==> config.mk <==
export PLATFORM = sky130hd
export DESIGN_NAME = perf_dump_ctrl
export DESIGN_NICKNAME = d
export VERILOG_FILES = /design/src/rtl/perf_pkg.sv /design/src/rtl/perf_event_bank.sv /design/src/rtl/perf_dump_ctrl.sv
export SDC_FILE = /design/constraint.sdc
export NUM_CORES = 1
export LEC_CHECK = 0
export BUFFER_PORTS_ARGS = -buffer_cell sky130_fd_sc_hd__buf_2
export CAP_MARGIN = 10
export CORE_ASPECT_RATIO = 0.8
export CORE_MARGIN = 2
export CORE_UTILIZATION = 49
export CTS_BUF_LIST = sky130_fd_sc_hd__clkbuf_4 sky130_fd_sc_hd__clkbuf_8
export CTS_CLUSTER_DIAMETER = 100
export DETAILED_ROUTE_END_ITERATION = 8
export PLACE_DENSITY_LB_ADDON = 0.2
export SYNTH_ARGS = -nofsm -noshare
export SYNTH_HDL_FRONTEND = slang
export SYNTH_SLANG_ARGS = --single-unit
==> constraint.sdc <==
create_clock -name clk -period 5.8 [get_ports clk]
set_input_delay 1.16 -clock clk [delete_from_list [all_inputs] [get_ports clk]]
set_output_delay 1.16 -clock clk [all_outputs]
set_load 0.02 [all_outputs]
==> src/rtl/perf_pkg.sv <==
// Shared types and constants for the perf-event dump controller and its counter bank.
package perf_pkg;

  localparam int PERF_CYCLE_W     = 64;
  localparam int PERF_ID_MAX_W    = 16;
  localparam int PERF_VALUE_MAX_W = 64;

  typedef enum logic {
    IDLE = 1'b0,
    DUMP = 1'b1
  } perf_state_t;

  // Widest form of one dump record; instances use the low bits they need.
  typedef struct packed {
    logic [PERF_ID_MAX_W-1:0]    id;
    logic [PERF_VALUE_MAX_W-1:0] value;
    logic [PERF_CYCLE_W-1:0]     cycle;
    logic                        last;
  } perf_record_t;

  function automatic int perf_idx_w(input int n);
    return (n < 2) ? 1 : $clog2(n);
  endfunction

endpackage

==> src/rtl/perf_event_bank.sv <==
// Bank of per-event wrapping counters with capture-and-clear read access.
// PERF_SNAPSHOT_EN selects an all-at-once snapshot into shadow registers.
module perf_event_bank
  import perf_pkg::*;
#(
  parameter int  NUM_EVENTS = 8,
  parameter int  CNT_WIDTH  = 32,
  localparam int IDX_W      = perf_idx_w(NUM_EVENTS)
) (
  input  logic                  clk,
  input  logic                  rst,
  input  logic [NUM_EVENTS-1:0] event_inc,
`ifdef PERF_SNAPSHOT_EN
  input  logic                  snap_en,
`else
  input  logic                  cap_en,
`endif
  input  logic [IDX_W-1:0]      cap_idx,
  output logic [CNT_WIDTH-1:0]  cap_value
);

  logic [CNT_WIDTH-1:0]  cnt_q [NUM_EVENTS];
  logic [NUM_EVENTS-1:0] clr;

`ifdef PERF_SNAPSHOT_EN
  logic [CNT_WIDTH-1:0] shadow_q [NUM_EVENTS];

  assign clr = {NUM_EVENTS{snap_en}};

  always_ff @(posedge clk or negedge rst) begin
    if (!rst) begin
      for (int i = 0; i < NUM_EVENTS; i++) shadow_q[i] <= '0;
    end else if (snap_en) begin
      for (int i = 0; i < NUM_EVENTS; i++) shadow_q[i] <= cnt_q[i];
    end
  end

  // The first record reads the live counter because the shadow loads on that same edge.
  assign cap_value = snap_en ? cnt_q[cap_idx] : shadow_q[cap_idx];
`else
  always_comb begin
    // NOTE: every always_comb output gets a default first so no latch is inferred.
    clr = '0;
    for (int i = 0; i < NUM_EVENTS; i++) clr[i] = cap_en && (cap_idx == IDX_W'(i));
  end

  assign cap_value = cnt_q[cap_idx];
`endif

  // NOTE: the counters are interval state, not storage, so they are reset with everything else.
  always_ff @(posedge clk or negedge rst) begin
    if (!rst) begin
      for (int i = 0; i < NUM_EVENTS; i++) cnt_q[i] <= '0;
    end else begin
      for (int i = 0; i < NUM_EVENTS; i++)
        cnt_q[i] <= (clr[i] ? '0 : cnt_q[i]) + CNT_WIDTH'(event_inc[i]);
    end
  end

endmodule

==> src/rtl/perf_dump_ctrl.sv <==
// Periodic / on-request dump of a perf counter bank over one valid/ready record port.
// PERF_SNAPSHOT_EN: all counters snapshot at dump start instead of per-record capture.
module perf_dump_ctrl
  import perf_pkg::*;
#(
  parameter int  NUM_EVENTS = 8,
  parameter int  CNT_WIDTH  = 32,
  parameter int  INTERVAL   = 1024,
  localparam int IDX_W      = perf_idx_w(NUM_EVENTS)
) (
  input  logic                    clk,
  input  logic                    rst,
  input  logic [NUM_EVENTS-1:0]   event_inc,
  input  logic                    dump_req,
  output logic                    busy,
  output logic                    out_valid,
  input  logic                    out_ready,
  output logic [IDX_W-1:0]        out_id,
  output logic [CNT_WIDTH-1:0]    out_value,
  output logic [PERF_CYCLE_W-1:0] out_cycle,
  output logic                    out_last
);

  localparam int                 TIMER_W    = (INTERVAL < 2) ? 1 : $clog2(INTERVAL);
  localparam logic [TIMER_W-1:0] TIMER_LAST = TIMER_W'((INTERVAL == 0) ? 0 : INTERVAL - 1);
  localparam logic [IDX_W-1:0]   LAST_IDX   = IDX_W'(NUM_EVENTS - 1);
  localparam bit                 AUTO_EN    = (INTERVAL != 0);

  perf_state_t             state_q;
  logic [IDX_W-1:0]        idx_q;
  logic [TIMER_W-1:0]      timer_q;
  logic                    pending_q;
  logic [PERF_CYCLE_W-1:0] cyc_q;
  logic                    busy_q;
  logic                    valid_q;
  logic [IDX_W-1:0]        id_q;
  logic [CNT_WIDTH-1:0]    value_q;
  logic [PERF_CYCLE_W-1:0] cycle_q;
  logic                    last_q;

  logic                 auto_hit;
  logic                 start;
  logic                 hs;
  logic                 rec_load;
  logic [IDX_W-1:0]     next_idx;
  logic [CNT_WIDTH-1:0] cap_value;

  assign auto_hit = AUTO_EN && (timer_q == TIMER_LAST);
  assign start    = (state_q == IDLE) && (dump_req || pending_q || auto_hit);
  assign hs       = (state_q == DUMP) && valid_q && out_ready;
  // A record is presented on dump start or on any handshake that is not the last one.
  assign rec_load = start || (hs && (idx_q != LAST_IDX));
  assign next_idx = start ? '0 : idx_q + IDX_W'(1);

  perf_event_bank #(
    .NUM_EVENTS(NUM_EVENTS),
    .CNT_WIDTH (CNT_WIDTH)
  ) u_bank (
    .clk      (clk),
    .rst      (rst),
    .event_inc(event_inc),
`ifdef PERF_SNAPSHOT_EN
    .snap_en  (start),
`else
    .cap_en   (rec_load),
`endif
    .cap_idx  (next_idx),
    .cap_value(cap_value)
  );

  // NOTE: <= throughout so every register samples the pre-edge values of the others.
  always_ff @(posedge clk or negedge rst) begin
    if (!rst) begin
      state_q   <= IDLE;
      idx_q     <= '0;
      timer_q   <= '0;
      pending_q <= 1'b0;
      cyc_q     <= '0;
      busy_q    <= 1'b0;
      valid_q   <= 1'b0;
      id_q      <= '0;
      value_q   <= '0;
      cycle_q   <= '0;
      last_q    <= 1'b0;
    end else begin
      cyc_q <= cyc_q + PERF_CYCLE_W'(1);
      case (state_q)
        IDLE: begin
          if (start) begin
            state_q   <= DUMP;
            busy_q    <= 1'b1;
            valid_q   <= 1'b1;
            timer_q   <= '0;
            pending_q <= 1'b0;
            cycle_q   <= cyc_q;
          end else begin
            timer_q <= timer_q + TIMER_W'(1);
          end
        end
        DUMP: begin
          if (dump_req) pending_q <= 1'b1;
          if (hs && (idx_q == LAST_IDX)) begin
            state_q <= IDLE;
            busy_q  <= 1'b0;
            valid_q <= 1'b0;
          end
        end
        default: state_q <= IDLE;
      endcase
      if (rec_load) begin
        idx_q   <= next_idx;
        id_q    <= next_idx;
        value_q <= cap_value;
        last_q  <= (next_idx == LAST_IDX);
      end
    end
  end

  assign busy      = busy_q;
  assign out_valid = valid_q;
  assign out_id    = id_q;
  assign out_value = value_q;
  assign out_cycle = cycle_q;
  assign out_last  = last_q;

endmodule
==> impl_metrics.yaml <==
logic_synthesis:
  yosys.area_share.simple_pct: 24.3
  netlist_instances: 2305
  ys_seq_area_share_pct: 49.6
  ys.flop_type: "dfrtp_1"
  synth_seq_cells: 433
  synth_fa_ha_area_share_pct: 1.26
  synth_top_area_share_pct: 49.6
  synth_most_common_cell: "dfrtp_1"
  synth_commonest_cells: "433 x dfrtp_1, 353 x nand2_1, 258 x nor2_1"
  synth_top_area_cell: "dfrtp_1"
  synth_area_um2: 21800
  synthXorXnorAreaFrac_pct: 10.3
  synth_edf_count: 0
  netlist_top_cells_area: "dfrtp_1 50%, nand2_1 6.1%, xor2_1 5.2%"
  synth_top_family_by_area: "simple AND/OR/NAND/NOR gates"
  async_reset_ff_share_pct: 100
  synth_warnings: 0
  avgSynthCellArea_um2: 9.47
  synth_cell_type_count: 61
  synth-compound-area-share_pct: 7.48
  synth_fp_nets: 2339
  synthMuxAreaShare_pct: 4.33
routing:
  vias: 17900
  antenna_left: 0
  vias_per_cell: 5.81
  drt-initial-drc-count: 1820
  drc_errors: 0
  wire_per_inst_um: 19.5
  drt-total-wl_um: 59700
  first_pass_iters: 6
cts:
  clk_path_buf_depth: 3
  numCtsBuffers: 71
  cts_resized: 0
  insertion_delay_ps: 660
  cts-root-buf: "clkbuf_8"
  cts_tree: "done"
  cts_hold_buffers: 0
  post_cts_buffers: 0
  htreeDepth: 3
  clkSinkCount: 433
  cts.clk_slew.worst_paths_ps: 60
timing:
  max_freq_mhz: 212
  setup_viol: 0
  hold_violations: 0
  final.min_clock_period_ps: 4710
  slew_headroom_pct: 27.3
  timing.final.crit_share_pct: 81.2
  grt_setup_unrepaired: "false"
  setup-tns-final_ps: 0
  finClkSkew_ps: 33.0
  setup_ws_ps: 1090
  report.final.slew_viol_count: 0
  worst_pin_slew_ps: 1080
global_routing:
  grt_max_degree: 95
  grt_pass1_vias: 16700
  grt.total_usage_pct: 26.4
  grt_pass1_wl_um: 94500
  overflow: 0
  antenna_found_initial: 0
floorplan:
  io_pins: 114
  start_util_pct: 49.4
  num_rows: 69
  die-area_um2: 46300
  die_x_um: 240
  core_um2: 44200
  die_h_um: 193
placed_design:
  portBuffers: 113
  place_congestion: 0.930
  post-dp-hpwl_um: 42900
  dp_slack_ps: 1230
critical_path:
  cp-start-kind: "flop"
  cp.arrival_ps: 5290
  worstSetupPathType: "reg2reg"
  cp-end-kind: "flop"
  required_ps: 6380
  r2r.worst_path.cells: 13
  crit_fanout: 40
finish:
  area_delta_synth_final_pct: 12.8
  nets: 2445
  drive_gt1_share_pct: 14.3
  antennaDiodeCount: 0
min_path:
  holdPathStages: 2
  hp-class: "reg2reg"
power_and_ir_drop:
  ir_worst_vdd_mv: 0.299
  powerDensity_nw_per_um2: 390
  leakage_nw: 11.1
run_status:
  status: "finished, final reports clean"
job:
  cap_viol_max_count: 0
==> per-stage QoR <==
step / power [mW] / hold WS [ps] / instances / cell area (µm²) / util (%)
after CTS: 9.64 / 464 / 3070 / 24600 / 55.7
final: 9.62 / 458 / 3070 / 24600 / 55.7
after floorplan: 5.57 / 441 / 2305 / 21800 / -
after detailed placement: 6.64 / 450 / 2941 / 23000 / 52.1
after global placement: 6.57 / 444 / 2941 / 23000 / 52.1
after global routing: 10.1 / 478 / 3070 / 24600 / 55.7
==> final cells by class <==
class | count | area (µm²)
clock inverters | 15 | 174
multi-input cells | 1718 | 10500
repair buffers | 141 | 798
well taps | 603 | 754
flip-flops and latches | 433 | 10800
fillers | 3964 | 19600
inverters | 46 | 173
clock buffers | 114 | 1430
==> sequential cells by signal, summed over array words and instances (netlist names) <==
name and flops:
pending_q 1, state_q 1, cyc_q 64, out_valid 1, out_id 3, u_bank.cnt_q 256, out_last 1, timer_q 10
out_value 32, out_cycle 64
==> final timing paths <==
check                                     startpoint                           to  slack (ps)
setup / recovery               out_id[0]$_DFFE_PN0P_   u_bank.cnt_q[63]$_DFF_PN0_        1090
hold / removal             out_cycle[18]$_DFFE_PN0P_    out_cycle[18]$_DFFE_PN0P_         460
setup reg to reg               out_id[0]$_DFFE_PN0P_   u_bank.cnt_q[63]$_DFF_PN0_        1090
hold reg to reg            out_cycle[18]$_DFFE_PN0P_    out_cycle[18]$_DFFE_PN0P_         460
max in group asynchronous                        rst    out_cycle[46]$_DFFE_PN0P_        4080
min in group asynchronous                        rst  u_bank.cnt_q[221]$_DFF_PN0_         530
==> power by group <==
| group | total (mW) | switching (mW) | leakage (nW) | internal (mW) |
|---|---|---|---|---|
| Combinational | 2.88 | 1.98 | 4.40 | 0.909 |
| Sequential | 3.75 | 0.401 | 5.89 | 3.34 |
| Clock | 2.99 | 1.29 | 0.843 | 1.70 |
==> critical path, cell delays in order, from the launching register on <==
cell and delay, ps:
dfrtp_4 730, ha_4 200, ha_1 300, nand4b_1 160, buf_4 250, nor2_1 220
nand3_1 390, and2_1 200, ha_1 200, and2_1 320, nand4_1 330, nor3_1 670
or3b_2 490, a21oi_1 140
==> metal layers <==
layer	up-vias	global-route usage [%]	routed length, µm
li1	8258	-	-
met1	8796	40.0	28100
met2	680	37.2	25400
met3	116	5.48	4420
met4	0	9.20	1750
met5	-	0	0
==> cell families (layout without fill, tap and decap cells) <==
| group | count (synthesis) | after routing |
|---|---|---|
| DFF | 433 | 433 |
| AOI/OAI and AO/OA | 277 | 277 |
| adders and majority gates | 22 | 22 |
| buffers and inverters | 154 | 316 |
| and+or+nand+nor | 1101 | 1101 |
| muxes | 61 | 61 |
| xor gates and xnor gates | 257 | 257 |
==> layout by cell type, fill, tap and decap left out, types with 6 or more instances in the layout <==
cell	n
buf_2	112
or3_1	34
and4_1	31
dfrtp_1	432
nor3b_1	10
nor2_1	256
nor4_1	46
clkbuf_8	91
nand2_1	353
o31ai_1	11
and3_1	44
o22ai_1	7
mux2_2	37
o21ai_0	92
clkinv_2	6
clkbuf_4	23
or4_1	15
xnor2_1	127
nor3_1	56
inv_1	46
buf_4	27
nand3_1	118
a22oi_1	10
nand2b_1	8
and2_1	24
xor2_1	130
a21oi_1	104
mux4_2	23
a221oi_1	20
nand4_1	76
ha_1	21
Note: power is estimated with default switching activity, not from simulation.
